`src/rtl/eth_loop_pkg.sv`:
```
// Shared definitions for the probe reflector: frame offsets, TX states and
// the FIFO entry layout. Building with ETH_LOOP_TS_EN widens each entry to
// carry an RX timestamp next to the sequence number.
package eth_loop_pkg;

    localparam int DST_OFS = 0;
    localparam int SRC_OFS = 6;
    localparam int ID_OFS  = 12;
    localparam int SEQ_OFS = 16;
    localparam int TS_OFS  = 20;
    localparam int TX_LEN  = 60;

    typedef enum logic {
        IDLE,
        SEND
    } tx_state_t;

`ifdef ETH_LOOP_TS_EN
    typedef struct packed {
        logic [31:0] seq;
        logic [31:0] ts;
    } fifo_entry_t;
`else
    typedef struct packed {
        logic [31:0] seq;
    } fifo_entry_t;
`endif

    localparam int ENTRY_W = $bits(fifo_entry_t);

endpackage

```
`src/rtl/eth_loop_seq_fifo.sv`:
```
// Small synchronous FIFO holding pending reply entries. A push into a full
// FIFO is refused even if a pop happens in the same cycle.
module eth_loop_seq_fifo #(
    parameter int DEPTH = 4,
    parameter int WIDTH = 32
) (
    input  logic             i_clk,
    input  logic             i_rst,
    input  logic             i_push,
    input  logic [WIDTH-1:0] i_wdata,
    input  logic             i_pop,
    output logic [WIDTH-1:0] o_rdata,
    output logic             o_full,
    output logic             o_empty
);

    localparam int AW = $clog2(DEPTH);

    logic [AW:0]      r_wr_ptr;
    logic [AW:0]      r_rd_ptr;
    logic [WIDTH-1:0] r_mem [DEPTH];
    logic             w_do_push;
    logic             w_do_pop;

    assign o_empty   = (r_wr_ptr == r_rd_ptr);
    assign o_full    = (r_wr_ptr[AW-1:0] == r_rd_ptr[AW-1:0]) &&
                       (r_wr_ptr[AW] != r_rd_ptr[AW]);
    assign w_do_push = i_push && !o_full;
    assign w_do_pop  = i_pop && !o_empty;
    assign o_rdata   = r_mem[r_rd_ptr[AW-1:0]];

    // Pointer update; the extra MSB distinguishes full from empty.
    always_ff @(posedge i_clk) begin
        if (i_rst) begin
            r_wr_ptr <= '0;
            r_rd_ptr <= '0;
        end else begin
            if (w_do_push) r_wr_ptr <= r_wr_ptr + (AW+1)'(1);
            if (w_do_pop)  r_rd_ptr <= r_rd_ptr + (AW+1)'(1);
        end
    end

    // Storage write; contents need no reset since the pointers gate reads.
    always_ff @(posedge i_clk) begin
        if (w_do_push) r_mem[r_wr_ptr[AW-1:0]] <= i_wdata;
    end

endmodule

```
`src/rtl/eth_loop_responder.sv`:
```
// Far-end reflector for latency probes. Parses RX frames, queues the
// sequence number of each accepted probe and sends a 60-byte reply per entry.
// Optional feature macro: ETH_LOOP_TS_EN (echo an RX cycle timestamp in
// reply bytes 20-23).
//
// TX FSM states:
//   state | meaning
//   IDLE  | no reply in flight; pops the FIFO when it holds an entry
//   SEND  | driving reply bytes 0..59, advancing on each handshake
module eth_loop_responder
    import eth_loop_pkg::*;
#(
    parameter logic [47:0] OWN_MAC    = 48'hDEAD_BEEF_0102,
    parameter logic [47:0] PEER_MAC   = 48'hDEAD_BEEF_0101,
    parameter logic [31:0] IDENTIFIER = 32'hCAFE_CAFE,
    parameter int          FIFO_DEPTH = 4
) (
    input  logic        i_clk,
    input  logic        i_rst,
    input  logic        i_enable,
    input  logic [7:0]  i_s_axis_tdata,
    input  logic        i_s_axis_tkeep,
    input  logic        i_s_axis_tlast,
    input  logic        i_s_axis_tvalid,
    output logic [7:0]  o_m_axis_tdata,
    output logic        o_m_axis_tkeep,
    output logic        o_m_axis_tlast,
    output logic        o_m_axis_tvalid,
    input  logic        i_m_axis_tready,
    output logic [31:0] o_reply_count,
    output logic [31:0] o_drop_count
);

    localparam logic [4:0] RX_SAT   = 5'(TS_OFS);
    localparam logic [4:0] SEQ_LAST = 5'(TS_OFS - 1);
    localparam logic [5:0] TX_LAST  = 6'(TX_LEN - 1);

    // RX parser state
    logic [4:0]  r_rx_idx;
    logic        r_rx_bad;
    logic [31:0] r_rx_seq;
    logic        w_rx_chk;
    logic [7:0]  w_rx_exp;
    logic        w_rx_bad_now;
    logic [31:0] w_rx_seq_now;
    logic        w_push;

    // FIFO interface
    fifo_entry_t w_push_entry;
    fifo_entry_t w_fifo_rdata;
    logic        w_fifo_full;
    logic        w_fifo_empty;
    logic        w_pop;

    // TX state
    tx_state_t   r_state;
    tx_state_t   w_state_nxt;
    logic [5:0]  r_tx_idx;
    logic [5:0]  w_tx_idx_nxt;
    fifo_entry_t r_tx_entry;
    logic        w_reply_done;

    logic        w_unused;
    assign w_unused = i_s_axis_tkeep;

`ifdef ETH_LOOP_TS_EN
    logic [31:0] r_cycle;

    // Free-running cycle counter sampled on each accepted probe.
    always_ff @(posedge i_clk) begin
        if (i_rst) r_cycle <= '0;
        else       r_cycle <= r_cycle + 32'd1;
    end
`endif

    // Reply byte for a given index; bytes past the populated fields are zero.
    function automatic logic [7:0] tx_byte(input logic [5:0] idx, input fifo_entry_t ent);
        logic [31:0] k;
        logic [7:0]  b;
        k = 32'(idx);
        b = 8'h00;
        if (k < SRC_OFS)
            b = 8'(PEER_MAC >> (8 * (SRC_OFS - 1 - k)));
        else if (k < ID_OFS)
            b = 8'(OWN_MAC >> (8 * (ID_OFS - 1 - k)));
        else if (k < SEQ_OFS)
            b = 8'(IDENTIFIER >> (8 * (SEQ_OFS - 1 - k)));
        else if (k < TS_OFS)
            b = 8'(ent.seq >> (8 * (TS_OFS - 1 - k)));
`ifdef ETH_LOOP_TS_EN
        else if (k < TS_OFS + 4)
            b = 8'(ent.ts >> (8 * (TS_OFS + 3 - k)));
`endif
        return b;
    endfunction

    // Expected RX byte at the current index (destination MAC and identifier).
    always_comb begin
        w_rx_chk = 1'b0;
        w_rx_exp = 8'h00;
        if (r_rx_idx < 5'(SRC_OFS)) begin
            w_rx_chk = 1'b1;
            w_rx_exp = 8'(OWN_MAC >> (8 * (SRC_OFS - 1 - 32'(r_rx_idx))));
        end else if (r_rx_idx >= 5'(ID_OFS) && r_rx_idx < 5'(SEQ_OFS)) begin
            w_rx_chk = 1'b1;
            w_rx_exp = 8'(IDENTIFIER >> (8 * (SEQ_OFS - 1 - 32'(r_rx_idx))));
        end
    end

    // The current beat is folded in so a decision can be taken on the tlast beat itself.
    assign w_rx_bad_now = r_rx_bad ||
                          (w_rx_chk && (i_s_axis_tdata != w_rx_exp)) ||
                          (i_s_axis_tlast && (r_rx_idx < SEQ_LAST));
    assign w_rx_seq_now = (r_rx_idx == SEQ_LAST) ? {r_rx_seq[23:0], i_s_axis_tdata} : r_rx_seq;
    assign w_push       = i_s_axis_tvalid && i_s_axis_tlast && !w_rx_bad_now && i_enable;

`ifdef ETH_LOOP_TS_EN
    assign w_push_entry = '{seq: w_rx_seq_now, ts: r_cycle};
`else
    assign w_push_entry = '{seq: w_rx_seq_now};
`endif

    // RX parser: byte index, bad flag and big-endian sequence capture.
    always_ff @(posedge i_clk) begin
        if (i_rst) begin
            r_rx_idx <= '0;
            r_rx_bad <= 1'b0;
            r_rx_seq <= '0;
        end else if (i_s_axis_tvalid) begin
            if (i_s_axis_tlast) begin
                r_rx_idx <= '0;
                r_rx_bad <= 1'b0;
            end else begin
                if (r_rx_idx != RX_SAT) r_rx_idx <= r_rx_idx + 5'd1;
                r_rx_bad <= w_rx_bad_now;
            end
            if (r_rx_idx >= 5'(SEQ_OFS) && r_rx_idx < 5'(TS_OFS))
                r_rx_seq <= {r_rx_seq[23:0], i_s_axis_tdata};
        end
    end

    // Good probes that find the FIFO full are counted as drops.
    always_ff @(posedge i_clk) begin
        if (i_rst)                      o_drop_count <= '0;
        else if (w_push && w_fifo_full) o_drop_count <= o_drop_count + 32'd1;
    end

    eth_loop_seq_fifo #(
        .DEPTH (FIFO_DEPTH),
        .WIDTH (ENTRY_W)
    ) u_fifo (
        .i_clk   (i_clk),
        .i_rst   (i_rst),
        .i_push  (w_push),
        .i_wdata (w_push_entry),
        .i_pop   (w_pop),
        .o_rdata (w_fifo_rdata),
        .o_full  (w_fifo_full),
        .o_empty (w_fifo_empty)
    );

    // TX state register, byte index, latched entry and reply counter.
    always_ff @(posedge i_clk) begin
        if (i_rst) begin
            r_state       <= IDLE;
            r_tx_idx      <= '0;
            r_tx_entry    <= '0;
            o_reply_count <= '0;
        end else begin
            r_state  <= w_state_nxt;
            r_tx_idx <= w_tx_idx_nxt;
            if (w_pop)        r_tx_entry    <= w_fifo_rdata;
            if (w_reply_done) o_reply_count <= o_reply_count + 32'd1;
        end
    end

    // TX next-state and stream outputs; data depends only on registers so it holds under backpressure.
    always_comb begin
        w_state_nxt     = r_state;
        w_tx_idx_nxt    = r_tx_idx;
        w_pop           = 1'b0;
        w_reply_done    = 1'b0;
        o_m_axis_tvalid = 1'b0;
        o_m_axis_tkeep  = 1'b0;
        o_m_axis_tlast  = 1'b0;
        o_m_axis_tdata  = 8'h00;
        case (r_state)
            IDLE: begin
                if (!w_fifo_empty) begin
                    w_pop        = 1'b1;
                    w_tx_idx_nxt = '0;
                    w_state_nxt  = SEND;
                end
            end
            SEND: begin
                o_m_axis_tvalid = 1'b1;
                o_m_axis_tkeep  = 1'b1;
                o_m_axis_tlast  = (r_tx_idx == TX_LAST);
                o_m_axis_tdata  = tx_byte(r_tx_idx, r_tx_entry);
                if (i_m_axis_tready) begin
                    if (r_tx_idx == TX_LAST) begin
                        w_reply_done = 1'b1;
                        w_state_nxt  = IDLE;
                    end else begin
                        w_tx_idx_nxt = r_tx_idx + 6'd1;
                    end
                end
            end
            default: w_state_nxt = IDLE;
        endcase
    end

endmodule
```
`config.mk`:
```
export PLATFORM = sky130hd
export DESIGN_NAME = eth_loop_responder
export DESIGN_NICKNAME = d
export VERILOG_FILES = /design/src/rtl/eth_loop_pkg.sv /design/src/rtl/eth_loop_seq_fifo.sv /design/src/rtl/eth_loop_responder.sv
export SDC_FILE = /design/constraint.sdc
export NUM_CORES = 1
export LEC_CHECK = 0
export ABC_AREA = 1
export BUFFER_PORTS_ARGS = -buffer_cell sky130_fd_sc_hd__buf_2
export CORE_AREA = 2 2 150 152
export DETAILED_ROUTE_END_ITERATION = 10
export DIE_AREA = 0 0 152 154
export PLACE_DENSITY = 0.78
export SLEW_MARGIN = 15
export SYNTH_ARGS = -nofsm -noshare
export SYNTH_HDL_FRONTEND = slang
export SYNTH_HIERARCHICAL = 1
export SYNTH_SLANG_ARGS = --single-unit
```
`constraint.sdc`:
```
create_clock -name i_clk -period 4.4 [get_ports i_clk]
set_input_delay 0 -clock i_clk [delete_from_list [all_inputs] [get_ports i_clk]]
set_output_delay 0 -clock i_clk [all_outputs]
set_load 0.1 [all_outputs]
```
# ---- After elaboration in Yosys (flattened, before gate mapping)
# Memories as Yosys holds them, arrays and structs flattened. A register that Yosys moved wholly into a read port is not among the register bits.
# Cells that the tools add are included.
dict set report word_totals {
  regBits 115
  latchBits 0
  ram_bits 128
  romBits 0
  in_bits 15
  output_inout_bits 75
  elab_cells 98
  mem_count 1
}
dict set report op_classes {
  addsub 12
  n_mul 0
  div 0
  n_lt_le_gt_ge 10
  eq_ne 10
  n_shift 6
  mux 29
  bitwise_logic 1
  reduce_logical 20
}
# memory depth width rd rd_ports_with_merged_regs write_ports line
set mem_list {}
lappend mem_list {u_fifo.r_mem 4 32 1 1 1 eth_loop_seq_fifo.sv:21} ;# logic [WIDTH-1:0] r_mem [DEPTH];
# cell count
set op_table {}
lappend op_table {{$shr A48 B32 Y8 const A} 3}
lappend op_table {{$add A32 B1 Y32 const B} 2}
lappend op_table {{$shr A32 B32 Y8 const A} 2}
lappend op_table {{$mux W8} 7}
lappend op_table {{$mux W32} 1}
lappend op_table {{$shr A32 B32 Y8} 1}
lappend op_table {{$mux W6} 3}
lappend op_table {{$lt A5 B5 Y1 const B} 3}
lappend op_table {{$mux W1} 14}
lappend op_table {{$sub A4 B6 Y7 const A} 2}
lappend op_table {{$lt A6 B5 Y1 const B} 2}
lappend op_table {{$pmux W6 S2} 1}
lappend op_table {{$logic_and A1 B1 Y1} 11}
lappend op_table {{$mux W5} 2}
lappend op_table {{$ne A8 B8 Y1} 1}
lappend op_table {{$sub A3 B6 Y7 const A} 1}
lappend op_table {{$sub A5 B6 Y7 const A} 1}
lappend op_table {{$add A3 B1 Y3 const B} 2}
lappend op_table {{$add A6 B1 Y6 const B} 1}
lappend op_table {{$eq A6 B6 Y1 const B} 1}
lappend op_table {{$lt A6 B3 Y1 const B} 1}
lappend op_table {{$lt A6 B4 Y1 const B} 1}
lappend op_table {{$ne A2 B2 Y1 const B} 3}
lappend op_table {{$sub A3 B5 Y6 const A} 1}
lappend op_table {{other kinds (17)} 21}

# ---- Depth between registers and ports, before layout
# Gate-level depths: netlist (run 1).
dict set report logic_depth {
  depth_word 14
  depth_mapped 22
  ltp_nobuf 21
}

# ---- Hierarchy
# The synthesis (run 1) kept the hierarchy.
# module n_inst cells_each area_per_inst_um2 seq_area_each_um2
set modules_own_cells {}
lappend modules_own_cells {eth_loop_responder 1 1177 7917.6 2822.7}
lappend modules_own_cells {eth_loop_seq_fifo 1 385 5230.0 4003.8}

# ---- Worst setup path before layout (run 1)
# OpenSTA, ideal clock, no wires.
dict set report synth_timing {
  path_type {reg-to-reg}
  start {register r_rx_idx[1]}
  end {memory u_fifo.r_mem[0][0], enable pin}
  setup_time_ns 0.421
  t_arrival_ns 3.665
  required_time_ns 3.979
  slack_ns 0.314
  stages_incl_launch_ff 17
  n_path_buf 1
  synth_period_minus_slack_ns 4.086
  path_cell_list {dfxtp_1 > inv_1 > ha_1 > inv_1 > nand2_1 > nand2_1 > nand2_2 > xor2_1 > nand3_1 > nor2_4 > nand2_2 > a21oi_4 > buf_6 > inv_1 > nor2_1 > nand2_1 > nor2_1}
}
dict set report synth_between {
  elab_chain_len 14
  word_cells_on_any_way 24
  cone_classes {add/sub (2); order compare (4); eq/ne (1); shift (2); mux (6); reduce/logical (9)}
}
# item line
set synth_rtl {}
lappend synth_rtl {{start, declared} eth_loop_responder.sv:39} ;# logic [4:0] r_rx_idx;
lappend synth_rtl {{start signal, assigned} eth_loop_responder.sv:134} ;# if (r_rx_idx != RX_SAT) r_rx_idx <= r_rx_idx + 5'd1;
lappend synth_rtl {{$sub A4 B5 Y6, or another cell as far along} eth_loop_responder.sv:106} ;# w_rx_exp = 8'(IDENTIFIER >> (8 * (SEQ_OFS - 1 - 32'(r_rx_idx))));
lappend synth_rtl {{$shr A32 B32 Y8 or $logic_and A1 B1 Y1 (tied branches)} {eth_loop_responder.sv:106, eth_loop_responder.sv:104}}
lappend synth_rtl {{$mux W8} eth_loop_responder.sv:104} ;# end else if (r_rx_idx >= 5'(ID_OFS) && r_rx_idx < 5'(SEQ_OFS)) begin
lappend synth_rtl {{$mux W8} eth_loop_responder.sv:101} ;# if (r_rx_idx < 5'(SRC_OFS)) begin
lappend synth_rtl {{$ne A8 B8 Y1} eth_loop_responder.sv:112} ;# (w_rx_chk && (i_s_axis_tdata != w_rx_exp)) ||
lappend synth_rtl {{$logic_and A1 B1 Y1} eth_loop_responder.sv:112}
lappend synth_rtl {{$logic_or A1 B1 Y1} eth_loop_responder.sv:111} ;# assign w_rx_bad_now = r_rx_bad ||
lappend synth_rtl {{$logic_or A1 B1 Y1 *} eth_loop_responder.sv:112}
lappend synth_rtl {{$logic_not A1 Y1 *} eth_loop_responder.sv:115} ;# assign w_push = i_s_axis_tvalid && i_s_axis_tlast && !w_rx_bad_now && i_enable;
lappend synth_rtl {{$logic_and A1 B1 Y1 * (2 in series)} eth_loop_responder.sv:115}
lappend synth_rtl {{via w_push} eth_loop_responder.sv:46} ;# logic w_push;
lappend synth_rtl {{$logic_and A1 B1 Y1 *} eth_loop_seq_fifo.sv:28} ;# assign w_do_push = i_push && !o_full;
lappend synth_rtl {{$mux W1 *} eth_loop_seq_fifo.sv:45} ;# if (w_do_push) r_mem[r_wr_ptr[AW-1:0]] <= i_wdata;
lappend synth_rtl {{$mux W1 (implied by the code) *} eth_loop_seq_fifo.sv:45}
lappend synth_rtl {{end, declared} eth_loop_seq_fifo.sv:21}
# The timed path passes the listed nets; every way through them passes the cells marked *.

# ---- Final worst setup path (run 1)
dict set report layout_timing {
  start {register r_rx_idx[1]}
  end {memory u_fifo.r_mem[3][23], enable pin}
}
# Same word-level chain as after synthesis.

==> impl_metrics.env, run 1 <==
export IMPL_netSwitchingFraction=0.204
export IMPL_netlist_instances=1562
export IMPL_grt_usage=0.240
export IMPL_drv_cap=0
export IMPL_syn_area_mm2=0.0131
export IMPL_insertion_delay_ps=540
export IMPL_dieArea_mm2=0.0234
export IMPL_drtPass1Iterations=8
export IMPL_required_ps=4580
export IMPL_yosysUniqueCellTypes=46
export IMPL_drc_errors=0
export IMPL_finalSetupViolCount=0
export IMPL_grt_antenna_before_repair=0
export IMPL_fin_crit_ps=3490
export IMPL_status="completed"
export IMPL_p_sw_mw=1.02
export IMPL_drtAntennaViolNets=0
export IMPL_layout_common_cells="246 x nand2_1, 226 x nor2_1, 196 x o21ai_0"
export IMPL_hpwlAfterDp_mm=18.6
export IMPL_path_cells="inv_1 -> ha_1 -> inv_1 -> nand2_1 -> nand2_1 -> nand2_2 -> xor2_1 -> nand3_1 -> nor2_4 -> nand2_2 -> a21oi_4 -> inv_1 -> nor2_1 -> nand2_1 -> inv_1 -> nand2_1 -> inv_1 -> buf_4"
export IMPL_tns_ps=0
export IMPL_power_density_mw_per_mm2=340
export IMPL_synth_main_ff_cell="dfxtp_1"
export IMPL_grt_overflow_total=0
export IMPL_max_clock_path_buffers=3
export IMPL_p_seq_frac=0.536
export IMPL_drive_above_1_share=0.111
export IMPL_fp_dieH_um=154
export IMPL_critPathKind="reg -> reg"
export IMPL_area_delta_synth_final_pct=11.4
export IMPL_p_comb_frac=0.021
export IMPL_routedWlPerCell_um=14.9
export IMPL_slowest_delay_ps=460
export IMPL_cts_setup_buffers=0
export IMPL_start_util=0.606
export IMPL_cts_max_level=1
export IMPL_gp_congestion=0.921
export IMPL_cts_tree="done"
export IMPL_vias_per_cell=5.55
export IMPL_dieWidth_um=152
export IMPL_async_flop_share=0
export IMPL_vdd_ir_drop_worst_mv=0.258
export IMPL_path_clk_slew_ps=60
export IMPL_crit_top_cell="inv_1"
export IMPL_min_period_over_period=0.794
export IMPL_synth_nets=1595
export IMPL_worst_path_max_fanout=32
export IMPL_yosysWarnings=6
export IMPL_diodes=0
export IMPL_worst_pin_slew_ps=994
export IMPL_max_freq_ghz=0.286
export IMPL_rsz0062_at_grt="false"
export IMPL_dr_first_iter_drc_count=789
export IMPL_hold_viol_final=0
export IMPL_slowest_stage="dfxtp_1"
export IMPL_pin_count=90
export IMPL_grt_first_pass_wirelength_mm=47.2
export IMPL_slew_headroom=0.336
export IMPL_num_rows=54
export IMPL_cts_made_buffers=28
export IMPL_numPortBuffers=88
export IMPL_first_global_vias=9660
export IMPL_cts_root_buffer="clkbuf_16"
export IMPL_route_vias_total=10752
export IMPL_maxSlewViolCount=0
export IMPL_synth_edf_count=128
export IMPL_coreArea_mm2=0.0217
export IMPL_avgSynthCellArea_um2=8.42
export IMPL_crit_path_end_kind="register"
export IMPL_grt_max_degree=65
export IMPL_p_leak_nw=5.68
export IMPL_seq_area_frac_synth=0.519
export IMPL_internal_power_mw=3.97
export IMPL_postCtsHoldBufs=12
export IMPL_cts_resized_gates=0
export IMPL_clockPowerShare=0.443
export IMPL_hold_class="in -> reg"
export IMPL_layout_nets=1667
export IMPL_synth_seq_cells=277
export IMPL_crit_path_start_kind="register"
export IMPL_clock_sinks=277
export IMPL_report_power_total_mw=4.99
export IMPL_drt_wl_total_mm=28.8
export IMPL_cp_arrival_ps=3670
export IMPL_final_common_cell="nand2_1"
export IMPL_finClkSkew_ps=9.25
## flip-flops by register name (all words and copies together), names as in the netlist, named ones only
signal,cells
r_state,1
u_fifo/r_wr_ptr,3
r_tx_entry,32
r_rx_idx,5
r_rx_seq,32
u_fifo/r_mem,128
o_reply_count,32
o_drop_count,32
u_fifo/r_rd_ptr,3
r_rx_bad,1
r_tx_idx,6
## synthesized netlist by cell type, types with 5 or more instances
library cell,n,share of area
nor2_4,5,0.0043
nand2_1,246,0.070
edfxtp_1,128,0.29
xnor2_1,16,0.011
xor2_1,27,0.018
buf_2,9,0.0034
a211oi_1,5,0.0029
nor2_1,230,0.066
a21oi_1,105,0.040
nand2_2,5,0.0024
inv_2,5,0.0014
o22ai_1,40,0.019
buf_6,8,0.0069
clkbuf_1,43,0.012
o21ai_0,196,0.075
o21ai_1,9,0.0034
buf_4,10,0.0057
o21a_1,5,0.0029
inv_1,135,0.039
nand3_1,43,0.016
nor4_1,12,0.0057
nand4_1,49,0.023
ha_1,18,0.017
dfxtp_1,149,0.23
nor3_1,30,0.011
## layer usage
layer  wire length (µm)  track usage  vias to the layer above
met4                520       0.0579                        0
met2              13200        0.385                      310
li1                   -            -                     5455
met1              13200        0.352                     4942
met5                  0            0                        -
met3               1920       0.0282                       45
## final timing paths
path,slack (ps),depth (start not counted),to,from
hold / removal,60,5,u_fifo/r_wr_ptr[1]$_SDFFE_PP0P_,i_enable
setup / recovery,910,18,u_fifo/r_mem[3][23]$_DFFE_PP_,r_rx_idx[1]$_SDFFE_PP0P_
setup reg to reg,910,18,u_fifo/r_mem[3][23]$_DFFE_PP_,r_rx_idx[1]$_SDFFE_PP0P_
hold reg to reg,440,2,r_rx_seq[26]$_SDFFE_PP0P_,r_rx_seq[26]$_SDFFE_PP0P_
## power by group through the flow
| stage | Sequential (mW) | Combinational, mW | Clock, mW |
|---|---|---|---|
| final | 2.68 | 0.104 | 2.21 |
| after global routing | 2.67 | 0.119 | 2.35 |
| after CTS | 2.67 | 0.103 | 2.24 |
| after floorplan | 2.73 | 0.0710 | 0 |
| after global placement | 2.73 | 0.0927 | 0 |
| after detailed placement | 2.73 | 0.0943 | 0 |
## per-stage QoR
step	hold slack [ps]	utilization	cells	worst slack (ps)	area [µm²]
after floorplan	168	-	1562	314	13100
after global placement	311	0.631	1872	1050	13700
after detailed placement	320	0.631	1872	978	13700
after CTS	50.2	0.676	1936	960	14700
after global routing	114	0.676	1936	565	14700
final	60.4	0.676	1936	907	14700
## cells by family (layout without fill, tap and decap cells)
| kind of cell | count (synthesis) | count (layout) | share of synthesized area |
|---|---|---|---|
| and+or+nand+nor | 643 | 643 | 0.216 |
| buffers and inverters | 214 | 308 | 0.0702 |
| xor gates and xnor gates | 43 | 43 | 0.0286 |
| DFF | 277 | 277 | 0.519 |
| AOI/OAI and AO/OA | 367 | 367 | 0.149 |
| adders and majority gates | 18 | 18 | 0.0171 |
## critical path, delay by kind of cell (launching register included)
| family | cells | cell delay [ps] |
|---|---|---|
| AND/OR/NAND/NOR | 9 | 1120 |
| buffers and inverters | 6 | 920 |
| flip-flops | 1 | 460 |
| adder cells (fa/ha/maj) | 1 | 360 |
| XOR/XNOR | 1 | 140 |
| AO/OA/AOI/OAI | 1 | 130 |
## final cells by class
| cell class | count | area, µm² |
|---|---|---|
| multi-input combinational | 1071 | 5420 |
| tap | 280 | 350 |
| fill | 1693 | 7040 |
| inverter | 141 | 532 |
| clock buffer | 37 | 756 |
| sequential | 277 | 6830 |
| timing repair buffer | 115 | 673 |
| clock inverter | 15 | 96.3 |
Power figures use the tool's default switching activity.
==> run 2, diff against run 1 <==
--- a/config.mk
+++ b/config.mk
@@ -7,10 +7,10 @@
 export LEC_CHECK = 0
 export ABC_AREA = 1
 export BUFFER_PORTS_ARGS = -buffer_cell sky130_fd_sc_hd__buf_2
-export CORE_AREA = 2 2 150 152
+export CORE_AREA = 2 2 158 160
 export DETAILED_ROUTE_END_ITERATION = 10
-export DIE_AREA = 0 0 152 154
-export PLACE_DENSITY = 0.78
+export DIE_AREA = 0 0 160 162
+export PLACE_DENSITY = 0.74
 export SLEW_MARGIN = 15
 export SYNTH_ARGS = -nofsm -noshare
 export SYNTH_HDL_FRONTEND = slang
==> constraint.sdc (replaced) <==
create_clock -name i_clk -period 3.1 [get_ports i_clk]
set_input_delay 0 -clock i_clk [delete_from_list [all_inputs] [get_ports i_clk]]
set_output_delay 0 -clock i_clk [all_outputs]
set_load 0.1 [all_outputs]
==> run 2 against run 1 <==
Effect of this change:
- non-clock buffer count increased by 11
- die area up 11%
- combinational power up 45%
- cell count increased by 2.8%
- sequential power rose by 42%
- flip-flop and latch count unchanged
- worst hold slack worse by 51 ps
- critical path type is now reg -> out
- largest power group unchanged
==> impl_metrics.env, run 2 (same netlist as run 1, synthesis figures left out) <==
export IMPL_dr_first_iter_drc_count=938
export IMPL_num_rows=57
export IMPL_pre_cts_slack_ps=189
export IMPL_clock_sinks=277
export IMPL_finClkSkew_ps=15.1
export IMPL_grt_usage=0.226
export IMPL_routedWlPerCell_um=15.2
export IMPL_grt_max_degree=65
export IMPL_drtAntennaViolNets=0
export IMPL_power_density_mw_per_mm2=476
export IMPL_route_vias_total=10937
export IMPL_first_global_vias=9918
export IMPL_gp_congestion=0.927
export IMPL_grt_antenna_before_repair=0
export IMPL_worst_pin_slew_ps=989
export IMPL_numPortBuffers=88
export IMPL_fin_crit_ps=2890
export IMPL_cp_arrival_ps=2890
export IMPL_diodes=0
export IMPL_maxSlewViolCount=0
export IMPL_drive_above_1_share=0.127
export IMPL_path_clk_slew_ps=60
export IMPL_dieArea_mm2=0.0259
export IMPL_drt_wl_total_mm=30.2
export IMPL_dp_cells=1922
export IMPL_largest_reg_flops=128
export IMPL_cts_root_buffer="clkbuf_16"
export IMPL_status="completed"
export IMPL_layout_nets=1678
export IMPL_max_clock_path_buffers=3
export IMPL_grt_first_pass_wirelength_mm=48.9
export IMPL_worst_path_buf_inv=3
export IMPL_stdcell_count=1991
export IMPL_slew_headroom=0.341
export IMPL_max_freq_ghz=0.346
export IMPL_hold_class="in -> reg"
export IMPL_pin_count=90
export IMPL_fp_dieH_um=162
export IMPL_dieWidth_um=160
export IMPL_vias_per_cell=5.49
export IMPL_drv_cap=0
export IMPL_crit_path_end_kind="primary output"
export IMPL_finalSetupViolCount=0
export IMPL_path_cells="buf_4 -> inv_1 -> nand4_1 -> a21oi_1 -> a221oi_1 -> a311oi_2 -> clkbuf_4"
export IMPL_layout_common_cells="244 x nand2_1, 224 x nor2_1, 196 x o21ai_0"
export IMPL_drc_errors=0
export IMPL_insertion_delay_ps=540
export IMPL_coreArea_mm2=0.0241
export IMPL_worst_path_max_fanout=23
export IMPL_p_leak_nw=5.76
export IMPL_hold_viol_final=0
export IMPL_cts_made_buffers=28
export IMPL_crit_path_start_kind="register"
export IMPL_hpwlAfterDp_mm=19.8
export IMPL_critPathKind="reg -> out"
export IMPL_area_delta_synth_final_pct=13.7
export IMPL_cts_max_level=1
export IMPL_slowest_stage="inv_1"
export IMPL_vdd_ir_drop_worst_mv=0.371
export IMPL_report_power_total_mw=7.12
export IMPL_min_period_over_period=0.932
export IMPL_cts_tree="done"
export IMPL_crit_family="buffers and inverters"
export IMPL_final_common_cell="nand2_1"
export IMPL_start_util=0.545
export IMPL_slowest_delay_ps=540
export IMPL_drtPass1Iterations=6
export IMPL_grt_overflow_total=0
export IMPL_setup_ws_ps=210
export IMPL_required_ps=3100
## run 2: layout make-up
class	instances	area, µm²
fill	2077	9150
sequential	277	6830
multi-input combinational	1071	5460
clock buffer	47	848
timing repair buffer	126	845
inverter	141	536
tap	324	405
clock inverter	5	26.3
## run 2: per-stage QoR
step / TNS, ps / hold slack [ps] / util / instance area (µm²)
final: 0 / 9.44 / 0.620 / 15000
after global routing: -129 / 77.6 / 0.620 / 15000
after CTS: 0 / 5.90 / 0.617 / 14900
after detailed placement: 0 / 329 / 0.576 / 13900
after global placement: 0 / 326 / 0.576 / 13900
after floorplan: -19450 / 168 / - / 13200
## run 2: worst reg2reg max path: stages (launching register included)
cell	delay (ps)
dfxtp_4	370
ha_1	200
inv_2	100
nand4_1	170
nand2_2	120
nand2_1	80
nand2_2	100
xor2_1	150
nand3_1	140
nor2_4	120
nand2_2	70
a21oi_4	120
inv_1	80
nor2_4	150
nand2_1	80
inv_2	60
nand2_1	80
clkinvlp_4	160
clkbuf_16	190
## run 2: what timing repair did
action / 4_1_cts / 5_1_grt
buffers inserted: 0 / 3
hold endpoints to repair: 22 / 0
resized for setup: 0 / 9
hold buffers: 12 / 0
endpoints found under the setup margin: 0 / 132
## run 2: power breakdown
| part | internal, mW | leakage, nW | switching (mW) |
|---|---|---|---|
| registers | 3.79 | 2.39 | 0.00529 |
| clock network | 1.85 | 0.434 | 1.32 |
| logic | 0.0543 | 2.94 | 0.0967 |
| total | 5.70 | 5.76 | 1.42 |
## run 2: final timing paths
path	from	end	slack (ps)	cells after the start
worst max register to register	r_rx_idx[1]$_SDFFE_PP0P_	u_fifo/r_mem[3][16]$_DFFE_PP_	240	18
worst max-delay path	r_tx_idx[0]$_SDFFE_PP0P_	o_m_axis_tdata[6]	210	7
worst min register to register	r_rx_seq[25]$_SDFFE_PP0P_	r_rx_seq[25]$_SDFFE_PP0P_	440	2
worst min-delay path	i_enable	u_fifo/r_wr_ptr[1]$_SDFFE_PP0P_	9	5
## run 2: metal layers
metal	part of all wire	track usage	vias up
li1	-	-	5487
met5	0	0	-
met1	0.47	0.334	5095
met4	0.014	0.0512	0
met3	0.060	0.0258	32
met2	0.45	0.361	323
==> run 3, diff against run 2 <==
--- a/config.mk
+++ b/config.mk
@@ -7,12 +7,13 @@
 export LEC_CHECK = 0
 export ABC_AREA = 1
 export BUFFER_PORTS_ARGS = -buffer_cell sky130_fd_sc_hd__buf_2
-export CORE_AREA = 2 2 158 160
+export CORE_AREA = 2 2 157 159
 export DETAILED_ROUTE_END_ITERATION = 10
-export DIE_AREA = 0 0 160 162
-export PLACE_DENSITY = 0.74
+export DIE_AREA = 0 0 159 161
+export GPL_ROUTABILITY_DRIVEN = 0
+export PLACE_DENSITY = 0.73
+export RECOVER_POWER = 50
 export SLEW_MARGIN = 15
 export SYNTH_ARGS = -nofsm -noshare
 export SYNTH_HDL_FRONTEND = slang
-export SYNTH_HIERARCHICAL = 1
 export SYNTH_SLANG_ARGS = --single-unit
==> run 3 against run 2 <==
Effect of this change:
- cell count shrank 1.5%
- core utilization down 0.71 points
- maximum frequency rose by 0.48%
- synthesized area down 1.9%
- flip-flop and latch count fell by 2
- non-clock buffer count did not move
- critical path type unchanged
- largest power group unchanged
- highest routed layer unchanged
==> impl_metrics.env, run 3 <==
export IMPL_first_global_vias=9796
export IMPL_drt_wl_total_mm=30.1
export IMPL_worst_pin_slew_ps=1210
export IMPL_synth_top_area_frac=0.298
export IMPL_clockPowerShare=0.334
export IMPL_grt_usage=0.223
export IMPL_synth_most_common_cell="nand2_1"
export IMPL_netlist_instances=1537
export IMPL_grt_antenna_before_repair=0
export IMPL_drc_errors=0
export IMPL_cts_made_buffers=28
export IMPL_status="completed"
export IMPL_dieWidth_um=159
export IMPL_worst_path_buf_inv=3
export IMPL_grt_max_degree=67
export IMPL_synth_largest_area_cell="edfxtp_1"
export IMPL_fp_dieH_um=161
export IMPL_hold_class="in -> reg"
export IMPL_p_leak_nw=5.25
export IMPL_drive_above_1_share=0.0726
export IMPL_synth_nets=1570
export IMPL_start_util=0.538
export IMPL_diodes=0
export IMPL_synth_area_leaders="edfxtp_1 30%, dfxtp_1 23%, o21ai_0 7.7%"
export IMPL_cp_arrival_ps=2880
export IMPL_numPortBuffers=88
export IMPL_crit_path_start_kind="register"
export IMPL_fin_crit_ps=2880
export IMPL_async_flop_share=0
export IMPL_insertion_delay_ps=550
export IMPL_setup_ws_ps=224
export IMPL_coreArea_mm2=0.0240
export IMPL_yosysUniqueCellTypes=43
export IMPL_largest_reg_flops=128
export IMPL_dieArea_mm2=0.0256
export IMPL_wl_met1_mm=13.7
export IMPL_pin_count=90
export IMPL_crit_family="buffers and inverters"
export IMPL_routedWlPerCell_um=15.3
export IMPL_clock_sinks=275
export IMPL_synth_xor_area_share=0.0251
export IMPL_finClkSkew_ps=23.8
export IMPL_path_cells="inv_1 -> ha_1 -> a21oi_1 -> inv_1 -> nand2_1 -> o21ai_2 -> nand2_1 -> nor2_2 -> buf_4"
export IMPL_synth_main_ff_cell="dfxtp_1"
export IMPL_drv_cap=0
export IMPL_synth_common_cells="234 x nand2_1, 228 x nor2_1, 198 x o21ai_0"
export IMPL_slowest_stage="a21oi_1"
export IMPL_p_comb_frac=0.237
export IMPL_layout_common_cells="233 x nand2_1, 222 x nor2_1, 198 x o21ai_0"
export IMPL_avgSynthCellArea_um2=8.39
export IMPL_pre_cts_slack_ps=121
export IMPL_finish_utilization=0.613
export IMPL_vdd_ir_drop_worst_mv=0.478
export IMPL_num_rows=57
export IMPL_cts_max_level=1
export IMPL_finalSetupViolCount=0
export IMPL_netSwitchingFraction=0.332
export IMPL_cts_tree="done"
export IMPL_wl_met3_mm=1.79
export IMPL_path_clk_slew_ps=60
export IMPL_min_period_over_period=0.928
export IMPL_area_delta_synth_final_pct=14.0
export IMPL_syn_area_mm2=0.0129
export IMPL_cts_root_buffer="clkbuf_16"
export IMPL_dr_first_iter_drc_count=919
export IMPL_max_clock_path_buffers=3
export IMPL_crit_path_end_kind="primary output"
export IMPL_slew_headroom=0.200
export IMPL_drtPass1Iterations=5
export IMPL_layout_nets=1649
export IMPL_synth_seq_cells=275
export IMPL_max_freq_ghz=0.348
export IMPL_p_sw_mw=3.20
export IMPL_route_vias_total=10774
export IMPL_critPathKind="reg -> out"
export IMPL_tns_ps=0
export IMPL_synth_top_family_by_area="simple AND/OR/NAND/NOR gates"
export IMPL_power_density_mw_per_mm2=655
export IMPL_drtAntennaViolNets=0
export IMPL_synth_compound_area_frac=0.151
export IMPL_synth_fa_ha_area_frac=0.0175
export IMPL_top_layer="met4"
export IMPL_final_common_cell="nand2_1"
export IMPL_report_power_total_mw=9.63
export IMPL_seq_area_frac_synth=0.526
export IMPL_p_seq_frac=0.429
export IMPL_grt_overflow_total=0
export IMPL_internal_power_mw=6.43
export IMPL_rsz0062_at_grt="false"
export IMPL_reg2reg_slack_ps=280
export IMPL_slowest_delay_ps=480
export IMPL_worst_path_max_fanout=7
export IMPL_vias_per_cell=5.49
export IMPL_grt_first_pass_wirelength_mm=48.2
export IMPL_fillCellCount=2101
export IMPL_hold_slack_ps=24.2
export IMPL_yosys_area_share_simple=0.210
export IMPL_synthMuxAreaShare=0
export IMPL_yosysWarnings=0
export IMPL_maxSlewViolCount=0
export IMPL_synth_edf_count=128
export IMPL_required_ps=3100
export IMPL_dr_wl_met2_mm=14.3
export IMPL_hold_viol_final=0
export IMPL_hpwlAfterDp_mm=18.7
==> run 3: cell families (layout without fill, tap and decap cells) <==
logic type,Yosys count,count (layout)
xor gates and xnor gates,37,37
AOI/OAI and AO/OA,363,363
and+or+nand+nor,625,625
adders and majority gates,18,18
buffers and inverters,219,320
DFF,275,275
==> run 3: per-stage QoR <==
step / instances / area, µm²
floorplan: 1537 / 12900
global placement: 1893 / 13600
detailed placement: 1893 / 13600
CTS: 1957 / 14700
global route: 1962 / 14700
finish: 1962 / 14700
==> run 3: cell type report <==
type / count / area [µm²] / area share
timing repair buffer: 126 / 812 / 0.0553
tap: 324 / 405 / 0.0276
multi-input combinational: 1043 / 5270 / 0.359
sequential: 275 / 6790 / 0.462
inverter: 142 / 533 / 0.0363
clock inverter: 7 / 46.3 / 0.00315
clock buffer: 45 / 835 / 0.0568
==> run 3: worst register-to-register path, delay by kind of cell (launching register included) <==
family | cells | cell delay, ps
adders and majority gates | 1 | 200
DFF | 1 | 350
and+or+nand+nor | 11 | 1010
AOI/OAI and AO/OA | 1 | 140
buffers and inverters | 4 | 1000
==> run 3: repair_timing <==
action | in CTS | in global routing
hold buffers | 12 | 0
setup endpoints to repair | 6 | 130
pin swaps | 0 | 1
cloned | 0 | 3
gates resized for setup | 9 | 11
endpoints found under the hold margin | 19 | 0
setup buffers | 0 | 2
==> run 3: metal layers <==
layer,up-vias,GRT usage
met5,-,0
met4,0,0.0517
met3,33,0.0254
met2,344,0.376
met1,4995,0.312
li1,5402,-
==> run 3: path summary, 6_finish.rpt <==
kind / start / to / cells past startpoint
max: r_tx_idx[3]$_SDFFE_PP0P_ / o_m_axis_tdata[1] / 9
min: i_rst / u_fifo.r_wr_ptr[1]$_SDFFE_PP0P_ / 4
max reg2reg: r_rx_idx[1]$_SDFFE_PP0P_ / r_rx_bad$_SDFFE_PP0P_ / 17
min reg2reg: r_rx_seq[30]$_SDFFE_PP0P_ / r_rx_seq[30]$_SDFFE_PP0P_ / 2
==> run 3: power groups by stage <==
stage	combinational (mW)	clock, mW	sequential, mW
after floorplan	1.74	0	4.15
after global placement	2.20	0	4.19
after detailed placement	2.25	0	4.19
after CTS	2.30	3.24	4.12
after global routing	2.52	3.39	4.14
final	2.28	3.21	4.13
